$ cat src/rtl/fmap_mem_pkg.sv
`default_nettype none
// ============================================================================
// Module   : fmap_mem_pkg
// Purpose  : Shared types and helpers for the banked feature-map buffer.
//            - state_e      : clear-sequencer states
//            - rd_lat_legal : read-latency legality check
//            - ch_lsb       : bit offset of channel c in a packed bus
// Ports    : none (package)
// Revision : 1.0 - initial release
// ============================================================================
package fmap_mem_pkg;

    typedef enum logic [0:0] {
        ST_CLEAR = 1'b0,
        ST_RUN   = 1'b1
    } state_e;

    localparam int c_RD_LAT_MIN = 1;
    localparam int c_RD_LAT_MAX = 2;

    function automatic bit rd_lat_legal(input int lat);
        return (lat >= c_RD_LAT_MIN) && (lat <= c_RD_LAT_MAX);
    endfunction

    // Channel c occupies bits [c*w +: w] of every packed data bus.
    function automatic int ch_lsb(input int c, input int w);
        return c * w;
    endfunction

endpackage
`default_nettype wire

$ cat src/rtl/fmap_mem_banked_if.sv
`default_nettype none
// ============================================================================
// Module   : fmap_mem_banked_if
// Purpose  : Access bus of the banked feature-map buffer.
// Ports    : master drives clr, ena, wea, addra, dina, enb, addrb;
//            slave (the memory) drives busy, doutb, doutb_valid.
// Revision : 1.0 - initial release
// ============================================================================
interface fmap_mem_banked_if #(
    parameter int In_W       = 32,
    parameter int In_D_Add_W = 4,
    parameter int CH         = 4
) ();
    logic                    clr;
    logic                    busy;
    logic                    ena;
    logic [CH-1:0]           wea;
    logic [In_D_Add_W-1:0]   addra;
    logic [CH*In_W-1:0]      dina;
    logic                    enb;
    logic [In_D_Add_W-1:0]   addrb;
    logic [CH*In_W-1:0]      doutb;
    logic                    doutb_valid;

    modport master (
        output clr, ena, wea, addra, dina, enb, addrb,
        input  busy, doutb, doutb_valid
    );

    modport slave (
        input  clr, ena, wea, addra, dina, enb, addrb,
        output busy, doutb, doutb_valid
    );
endinterface
`default_nettype wire

$ cat src/rtl/fmap_bank.sv
`default_nettype none
// ============================================================================
// Module   : fmap_bank
// Purpose  : One In_W x 2**In_D_Add_W memory bank with a write port, a
//            write-first read port and a single read register.
// Ports    : clk, rst      - clock, synchronous active-high reset
//            we_i, waddr_i, wdata_i - write port
//            re_i, raddr_i - read request
//            rdata_o       - registered read data (holds when re_i=0)
// Revision : 1.0 - initial release
// ============================================================================
module fmap_bank #(
    parameter int In_W       = 32,
    parameter int In_D_Add_W = 4
) (
    input  wire logic                  clk,
    input  wire logic                  rst,
    input  wire logic                  we_i,
    input  wire logic [In_D_Add_W-1:0] waddr_i,
    input  wire logic [In_W-1:0]       wdata_i,
    input  wire logic                  re_i,
    input  wire logic [In_D_Add_W-1:0] raddr_i,
    output logic      [In_W-1:0]       rdata_o
);
    localparam int DEPTH = 2 ** In_D_Add_W;

    logic [In_W-1:0] mem_q [DEPTH];
    logic [In_W-1:0] rdata_q;

    // Array has no reset; the clear sequencer in the top initialises it.
    always_ff @(posedge clk) begin
        if (we_i) begin
            mem_q[waddr_i] <= wdata_i;
        end
    end

    // Same-address write in the same cycle is forwarded (write-first).
    always_ff @(posedge clk) begin
        if (rst) begin
            rdata_q <= '0;
        end else if (re_i) begin
            rdata_q <= (we_i && (waddr_i == raddr_i)) ? wdata_i : mem_q[raddr_i];
        end
    end

    assign rdata_o = rdata_q;
endmodule
`default_nettype wire

$ cat src/rtl/fmap_mem_banked.sv
`default_nettype none
// ============================================================================
// Module   : fmap_mem_banked
// Purpose  : CH-bank single-clock feature-map buffer with per-channel write
//            mask, concurrent write-first read, RD_LAT of 1 or 2 and a
//            hardware clear sequencer run after reset or on clr.
// Ports    : clk  - clock
//            rst  - synchronous active-high reset (enters clear)
//            bus  - fmap_mem_banked_if.slave (clr/busy, write port a,
//                   read port b, doutb/doutb_valid)
// Revision : 1.0 - initial release
// ============================================================================
module fmap_mem_banked
    import fmap_mem_pkg::*;
#(
    parameter int In_W       = 32,
    parameter int In_D_Add_W = 4,
    parameter int CH         = 4,
    parameter int RD_LAT     = 1
) (
    input  wire logic        clk,
    input  wire logic        rst,
    fmap_mem_banked_if.slave bus
);
    localparam int                    DEPTH       = 2 ** In_D_Add_W;
    localparam logic [In_D_Add_W-1:0] c_LAST_ADDR = In_D_Add_W'(DEPTH - 1);

    generate
        if (!rd_lat_legal(RD_LAT)) begin : g_bad_lat
            $error("fmap_mem_banked: RD_LAT must be 1 or 2");
        end
    endgenerate

    state_e                  state_q, state_d;
    logic [In_D_Add_W-1:0]   clr_cnt_q, clr_cnt_d;

    logic                    busy_w;
    logic                    run_acc_w;
    logic [CH-1:0]           bank_we_w;
    logic [In_D_Add_W-1:0]   waddr_w;
    logic [CH*In_W-1:0]      wdata_w;
    logic                    re_w;
    logic [CH*In_W-1:0]      rd_w;
    logic                    rd_vld_q;

    // State register
    always_ff @(posedge clk) begin
        if (rst) begin
            state_q   <= ST_CLEAR;
            clr_cnt_q <= '0;
        end else begin
            state_q   <= state_d;
            clr_cnt_q <= clr_cnt_d;
        end
    end

    // Next-state logic. The counter rests at 0 in RUN so that a clr request
    // always restarts the sweep from address 0.
    always_comb begin
        state_d   = state_q;
        clr_cnt_d = clr_cnt_q;
        case (state_q)
            ST_CLEAR: begin
                if (clr_cnt_q == c_LAST_ADDR) begin
                    state_d   = ST_RUN;
                    clr_cnt_d = '0;
                end else begin
                    clr_cnt_d = clr_cnt_q + 1'b1;
                end
            end
            ST_RUN: begin
                clr_cnt_d = '0;
                if (bus.clr) begin
                    state_d = ST_CLEAR;
                end
            end
            default: begin
                state_d   = ST_CLEAR;
                clr_cnt_d = '0;
            end
        endcase
    end

    // Output logic: during CLEAR the write port is taken over to write zeros;
    // in RUN a clr request drops any access of the same cycle.
    always_comb begin
        busy_w    = (state_q == ST_CLEAR);
        run_acc_w = (state_q == ST_RUN) && !bus.clr;
        bank_we_w = busy_w ? {CH{1'b1}} : ({CH{run_acc_w & bus.ena}} & bus.wea);
        waddr_w   = busy_w ? clr_cnt_q : bus.addra;
        wdata_w   = busy_w ? '0 : bus.dina;
        re_w      = run_acc_w && bus.enb;
    end

    generate
        for (genvar c = 0; c < CH; c++) begin : g_bank
            fmap_bank #(
                .In_W       (In_W),
                .In_D_Add_W (In_D_Add_W)
            ) u_bank (
                .clk     (clk),
                .rst     (rst),
                .we_i    (bank_we_w[c]),
                .waddr_i (waddr_w),
                .wdata_i (wdata_w[ch_lsb(c, In_W) +: In_W]),
                .re_i    (re_w),
                .raddr_i (bus.addrb),
                .rdata_o (rd_w[ch_lsb(c, In_W) +: In_W])
            );
        end
    endgenerate

    // Valid tracks the bank read register; not gated by clr so that reads
    // already accepted still complete during a clear.
    always_ff @(posedge clk) begin
        if (rst) begin
            rd_vld_q <= 1'b0;
        end else begin
            rd_vld_q <= re_w;
        end
    end

    generate
        if (RD_LAT == 2) begin : g_lat2
            logic [CH*In_W-1:0] dout_q;
            logic               dout_vld_q;

            always_ff @(posedge clk) begin
                if (rst) begin
                    dout_q     <= '0;
                    dout_vld_q <= 1'b0;
                end else begin
                    dout_vld_q <= rd_vld_q;
                    if (rd_vld_q) begin
                        dout_q <= rd_w;
                    end
                end
            end

            assign bus.doutb       = dout_q;
            assign bus.doutb_valid = dout_vld_q;
        end else begin : g_lat1
            assign bus.doutb       = rd_w;
            assign bus.doutb_valid = rd_vld_q;
        end
    endgenerate

    assign bus.busy = busy_w;
endmodule
`default_nettype wire

$ cat src/flat_wrapper.sv
// flat-port wrapper written by rule: the top's interface ports become plain ports
module fmap_mem_banked_flat import fmap_mem_pkg::*;
#(
    parameter int In_W       = 32,
    parameter int In_D_Add_W = 4,
    parameter int CH         = 4,
    parameter int RD_LAT     = 1
)
  (clk, rst, bus_clr, bus_ena, bus_wea, bus_addra, bus_dina, bus_enb, bus_addrb, bus_busy, bus_doutb, bus_doutb_valid);
  fmap_mem_banked_if #(.In_W(In_W), .In_D_Add_W(In_D_Add_W), .CH(CH)) bus_i ();
  input  wire logic clk;
  input  wire logic rst;
  input wire logic [$bits(bus_i.clr)-1:0] bus_clr;
  input wire logic [$bits(bus_i.ena)-1:0] bus_ena;
  input wire logic [$bits(bus_i.wea)-1:0] bus_wea;
  input wire logic [$bits(bus_i.addra)-1:0] bus_addra;
  input wire logic [$bits(bus_i.dina)-1:0] bus_dina;
  input wire logic [$bits(bus_i.enb)-1:0] bus_enb;
  input wire logic [$bits(bus_i.addrb)-1:0] bus_addrb;
  output wire logic [$bits(bus_i.busy)-1:0] bus_busy;
  output wire logic [$bits(bus_i.doutb)-1:0] bus_doutb;
  output wire logic [$bits(bus_i.doutb_valid)-1:0] bus_doutb_valid;
  assign bus_i.clr = bus_clr;
  assign bus_i.ena = bus_ena;
  assign bus_i.wea = bus_wea;
  assign bus_i.addra = bus_addra;
  assign bus_i.dina = bus_dina;
  assign bus_i.enb = bus_enb;
  assign bus_i.addrb = bus_addrb;
  assign bus_busy = bus_i.busy;
  assign bus_doutb = bus_i.doutb;
  assign bus_doutb_valid = bus_i.doutb_valid;
  fmap_mem_banked #(.In_W(In_W), .In_D_Add_W(In_D_Add_W), .CH(CH), .RD_LAT(RD_LAT)) u_core (.clk(clk), .rst(rst), .bus(bus_i));
endmodule
$ cat config.mk
export PLATFORM = sky130hd
export DESIGN_NAME = fmap_mem_banked_flat
export DESIGN_NICKNAME = d
export VERILOG_FILES = /design/src/rtl/fmap_mem_pkg.sv /design/src/rtl/fmap_mem_banked_if.sv /design/src/rtl/fmap_bank.sv /design/src/rtl/fmap_mem_banked.sv /design/src/flat_wrapper.sv
export SDC_FILE = /design/constraint.sdc
export NUM_CORES = 2
export LEC_CHECK = 0
export CORE_MARGIN = 3
export CORE_UTILIZATION = 40
export DETAILED_ROUTE_END_ITERATION = 16
export PLACE_DENSITY = 0.63
export SYNTH_ARGS = -nofsm -noshare
export SYNTH_HDL_FRONTEND = slang
export SYNTH_SLANG_ARGS = --single-unit
$ cat constraint.sdc
create_clock -name clk -period 5.4 [get_ports clk]
set_input_delay 0.54 -clock clk [delete_from_list [all_inputs] [get_ports clk]]
set_output_delay 0.54 -clock clk [all_outputs]
set_load 0.01 [all_outputs]
**After elaboration in Yosys (flattened, before gate mapping)**

Memory sizes are Yosys's and may differ from the RTL's. A register that Yosys moved wholly into a read port is not among the register bits.
Index checks and enable logic that the tools add are counted.

- Mux-type cells: 16
- Bitwise logic cells: 3
- Reduce and logical (&&, ||, !) cells: 3
- $add $sub $neg: 1
- Eq/ne operators: 1

Operator list:

| cell | count |
|---|---|
| $mux 128 | 1 |
| $mux 4 | 3 |
| $mux 1 | 10 |
| $pmux 4 s2 | 1 |
| $add 4x1->4 const B | 1 |
| $and 4x4->4 | 1 |
| $eq 4x4->1 const B | 1 |
| $logic_and 1x1->1 | 2 |
| $pmux 1 s2 | 1 |
| $and 1x1->1 | 1 |
| $logic_not 1->1 | 1 |
| $not 1->1 | 1 |

- Output and inout port bits: 130
- Bits of input ports: 145
- Bits in writable memories: 2048
- Bits in registers: 6
- Memories: 4
- Word-level logic and storage cells: 31

Memory list:

| memory | words | width | rd ports | clocked after Yosys merged registers in | write ports | line | RTL |
|---|---|---|---|---|---|---|---|
| u_core.g_bank[0].u_bank.mem_q | 16 | 32 | 1 | 1 | 1 | fmap_bank.sv:27 | `logic [In_W-1:0] mem_q [DEPTH];` |
| u_core.g_bank[1].u_bank.mem_q | 16 | 32 | 1 | 1 | 1 | fmap_bank.sv:27 |  |
| u_core.g_bank[2].u_bank.mem_q | 16 | 32 | 1 | 1 | 1 | fmap_bank.sv:27 |  |
| u_core.g_bank[3].u_bank.mem_q | 16 | 32 | 1 | 1 | 1 | fmap_bank.sv:27 |  |

**Depth between registers and ports, before layout**

- Depth after elaboration: 7
- Mapped depth: 9
- Gate-level depth less buffers: 5

**Cells and area by module**

A second synthesis with hierarchy kept.

- Cell total of the unflattened synthesis: 4507
- Area, all modules: 86250.2 µm²

By module, submodules not included:

| module | times used | area each (µm²) | cells an instance | seq. area each (µm²) |
|---|---|---|---|---|
| fmap_bank | 4 | 21267.9 | 1082 | 16015.4 |
| fmap_mem_banked | 1 | 1178.6 | 179 | 120.1 |

**Worst setup path after synthesis**

Ideal clock, no wire load.

- Path kind: input-to-reg
- Start point: input bus_ena
- End point: memory u_core.g_bank[0].u_bank.mem_q[10][0], enable pin
- Slack: 2.031 ns
- Arrival: 2.948 ns
- Library setup time: 0.421 ns
- Required time: 4.979 ns
- Path buffers: 4
- Cell stages on the path: 7
- Cells stage by stage: nor2b_1 clkbuf_1 a21oi_1 clkbuf_1 clkbuf_1 clkbuf_1 nor2_1

- Word-level cells in the longest chain between the ends: 5

Ends and longest elaborated chain:

| what | line | RTL |
|---|---|---|
| from (decl) | flat_wrapper.sv:14 | `input wire logic [$bits(bus_i.ena)-1:0] bus_ena;` |
| $and 1x1->1 | fmap_mem_banked.sv:89 | `bank_we_w = busy_w ? {CH{1'b1}} : ({CH{run_acc_w & bus.ena}} & bus.wea);` |
| $and 4x4->4 | fmap_mem_banked.sv:89 |  |
| $mux 4 | fmap_mem_banked.sv:89 |  |
| $mux 1 | fmap_bank.sv:32 | `if (we_i) begin` |
| $mux 1 (implied by the code) | fmap_bank.sv:33 | `mem_q[waddr_i] <= wdata_i;` |
| to (decl) | fmap_bank.sv:27 |  |

No other way between the ends.

**Worst setup path in the final report**

- Start point: register u_core.state_q
- End point: memory u_core.g_bank[1].u_bank.mem_q[3][23], enable pin

- Word-level cells in the longest chain between the ends: 6
- Elaborated cells on any way between the ends: 7
- Those cells by class: mux: 4; bitwise: 2; reduce/logical: 1

Ends and longest elaborated chain:

| what | line | RTL |
|---|---|---|
| from (decl) | fmap_mem_banked.sv:34 | `state_e state_q, state_d;` |
| from (signal assigned) | fmap_mem_banked.sv:52 | `state_q <= state_d;` |
| $logic_and 1x1->1 | fmap_mem_banked.sv:88 | `run_acc_w = (state_q == ST_RUN) && !bus.clr;` |
| $and 1x1->1 | fmap_mem_banked.sv:89 |  |
| $and 4x4->4 | fmap_mem_banked.sv:89 |  |
| $mux 4 | fmap_mem_banked.sv:89 |  |
| $mux 1 | fmap_bank.sv:32 |  |
| $mux 1 (implied by the code) | fmap_bank.sv:33 |  |
| to (decl) | fmap_bank.sv:27 |  |

Parallel ways exist; a longest one is shown, timed or not.

==> summary.md <==
| Metric | Value |
|---|---|
| Status | `completed` |
| Fin. Hold Viols | `0` |
| TritonRoute pass-1 iters | `6` |
| CTS tree | `yes` |
| Clock sink total | `2182` |
| Post-CTS Setup Inserts | `0` |
| Worst vdd ir | `0.000321 V` |
| R2R setup slack | `1.55 ns` |
| Pwr Density | `354 nW/um^2` |
| CP max stage delay | `0.82 ns` |
| Slew margin rel. | `13.1%` |
| First-pass GRT wire length | `328000 um` |
| Worst reg2reg path depth | `5` |
| RR Endpoint | `u_core.g_bank[1].u_bank.mem_q[3][23]` |
| Area of the multi-input gates | `18800 sq um` |
| RSZ-0062 raised after global routing | `false` |
| Crit path max fanout | `43` |
| Die footprint | `215000 sq um` |
| Worst Skew | `0.0226 ns` |
| CP top delay family | `simple AND/OR/NAND/NOR gates` |
| Max cap viols | `0` |
| Crit path max-delay cell type | `nor2_4` |
| Skew-Pair Late Insertion Delay | `0.82 ns` |
| Drt wl/cell | `30.7 um` |
| Ys async rst share | `0%` |
| Slew @ Worst Pin | `1.30 ns` |
| WHS | `0.184 ns` |
| Layout cells sized above 1 | `21.9%` |
| H-tree Lvls | `4` |
| DPL Wire Length | `136000 um` |
| Die W | `464 um` |
| Sequential cell area | `64200 sq um` |
| Clock transition at path regs | `0.06 ns` |
| Final setup viols | `0` |
| Crit path cell chain | `inv_1, o31ai_1, nand2_1, nor2_4, buf_4` |
| Hold path cells | `2` |
| CP Launch Type | `flip-flop` |
| Switching share of power | `21.2%` |
| Fin nets | `4629` |
| Inserted Clock Buffers | `204` |
| Die Y-Extent | `464 um` |
| Worst EP required | `5.88 ns` |
| Kind of critical path | `reg -> reg` |
| Min-delay worst type | `in -> reg` |
| Post-synth net total | `4314` |
| CTS Root Cell | `clkbuf_16` |
| Final period utilization | `71.3%` |
| Post-Synthesis Cells | `4168` |
| Post-layout minimum cycle time | `3.85 ns` |
| Critical R2R Launch | `u_core.state_q` |
| Yosys reg bits | `2182` |
| DR vias | `44000` |
| Number of flops mapped to enable cells by yosys | `2048` |
| Syn_area_per_cell | `20.1 sq um` |
| Vias per cell | `5.90` |
| Pint | `27.1 mW` |
| Synth unique cells | `43` |
| Worst EP arrival | `4.33 ns` |
| Final Max Tran Viols | `0` |
| Comb pwr share | `5.1%` |
| Tot GR Track Use | `21.0%` |
| WHS Endpoint | `u_core.g_bank[2].u_bank.rdata_o[17]` |
| Final TNS setup | `0 ns` |
| I/O pin count | `275` |
| Warning count from the yosys run | `0` |
| Filler instances | `17200` |
| Largest net degree at the start of global routing | `101` |
| Initial Utilization | `40.4%` |
| CORE AREA | `208000 sq um` |
| CTS-repair resized insts | `0` |
| Pre-CTS WS | `1.61 ns` |
| Worst setup margin | `1.55 ns` |
| Placed insts | `7065` |
| Register area share after synthesis | `76.5%` |
| Sw power | `7.27 mW` |
| GPL Wtd Cong | `0.802` |
| Clk pwr share | `40.5%` |
| Fmax achieved | `0.260 GHz` |
| Post-CTS Hold Buffers | `0` |
| Detailed-route DRC error count | `0` |
| Leakage power | `31.8 nW` |
| CP bufs+invs | `2` |
| Finished Layout Cells | `7455` |
| Mapped Area | `83900 sq um` |
| Site row count | `167` |
| IO Port Bufs | `274` |
| Post-Route WL | `229000 um` |
| Commonest non-fill, non-tap cell in the layout | `edfxtp_1` |
| Synth-to-Final Area Change | `15.5%` |
| Final Util | `46.6%` |
| Clock Tree Buf Depth | `3` |
| Synth Flop Type | `edfxtp_1` |
| Nature of the critical path endpoint | `flip-flop` |
| Initial antenna violation count | `14` |
| Total gr overflow | `0` |
| Post-route ant nets | `0` |
| HP Start | `rst` |
| Vias in the first global route | `44300` |
| Iter 0 DRT Violations | `5635` |
| Sequential share of power | `54.4%` |
| Commonest non-fill, non-tap cells in the layout | `2048 x edfxtp_1, 512 x mux4_2, 270 x clkdlybuf4s50_1, 208 x clkbuf_16, 200 x nor2_1` |
-- per-stage QoR --
stage / total power, mW / cell area [sq um]
final: 34.3 / 96900
after global routing: 35.3 / 96900
after CTS: 34.5 / 96900
after detailed placement: 20.8 / 90500
after global placement: 20.8 / 90500
after floorplan: 20.0 / 83900
-- metal layers --
layer	part of all wire [%]	up-vias	global-route usage (%)
li1	-	18000	-
met1	41	23400	29.7
met2	48	2244	32.7
met3	8.7	332	4.26
met4	2.9	2	6.65
met5	0.0031	-	0
-- how the worst max path moves through the flow --
stage,start,end,slack [ns],cells after the start
after global placement,bus_addra[0],u_core.g_bank[3].u_bank.mem_q[13][12],1.58,5
after CTS,u_core.state_q,u_core.g_bank[3].u_bank.rdata_o[4],1.58,7
after detailed placement,u_core.state_q,u_core.g_bank[3].u_bank.rdata_o[4],1.61,7
after global routing,u_core.state_q,u_core.g_bank[3].u_bank.rdata_o[11],1.29,7
after floorplan,bus_ena,u_core.g_bank[0].u_bank.mem_q[10][0],2.03,7
final,u_core.state_q,u_core.g_bank[1].u_bank.mem_q[3][23],1.55,5
-- cell type report --
cell class | instances | area share (%)
diodes | 12 | 0.0310
clock buffers | 277 | 5.78
well taps | 2788 | 3.60
multi-input cells | 1688 | 19.4
clock inverters | 101 | 0.816
repair buffers | 403 | 4.10
inverters | 4 | 0.0155
flip-flops and latches | 2182 | 66.2
-- worst register-to-register path, stage by stage (launching register included) --
cell,delay (ns)
dfxtp_4,0.69
inv_1,0.49
o31ai_1,0.57
nand2_1,0.43
nor2_4,0.82
buf_4,0.49
-- cell families after synthesis --
group | after synthesis | synth area share [%]
xor gates and xnor gates | 6 | 0.0626
DFF | 2182 | 76.5
buffers and inverters | 298 | 1.78
AOI/OAI and AO/OA | 576 | 4.62
adders and majority gates | 1 | 0.0149
muxes | 520 | 13.8
and+or+nand+nor | 585 | 3.20
-- Yosys cell counts, types with 5 or more instances --
library cell  instances  area, sq um
nor2_1              265          995
buf_6                 9          101
buf_4                58          435
a211oi_1             54          405
o22ai_1             126          788
mux4_2              512        11500
mux2i_1               6         60.1
a31oi_1              50          313
edfxtp_1           2048        61500
nor2b_1               6         37.5
dfxtp_1             134         2680
clkbuf_1            150          563
a22oi_1             120          901
nand2_1              94          353
and2_1              129          807
a21oi_1              11         55.1
o21ai_0             125          626
nand2b_1              5         31.3
buf_1                10         37.5
a311oi_1             73          639
xor2_1                5         43.8
buf_2                66          330
nand3_1              76          380
-- power by group through the flow --
stage	combinational, mW	clock, mW	sequential [mW]
after floorplan	1.05	0	19.0
after global placement	1.76	0	19.0
after detailed placement	1.77	0	19.0
after CTS	1.77	14.1	18.7
after global routing	1.86	14.7	18.7
final	1.75	13.9	18.7
-- state kept, by name, summed over array words and instances (netlist names) --
| register | cells |
|---|---|
| u_core.bus.doutb_valid | 1 |
| u_core.clr_cnt_q | 4 |
| u_core.g_bank.u_bank.mem_q | 2048 |
| u_core.g_bank.u_bank.rdata_o | 128 |
| u_core.state_q | 1 |
(Power assumes the default switching activity.)
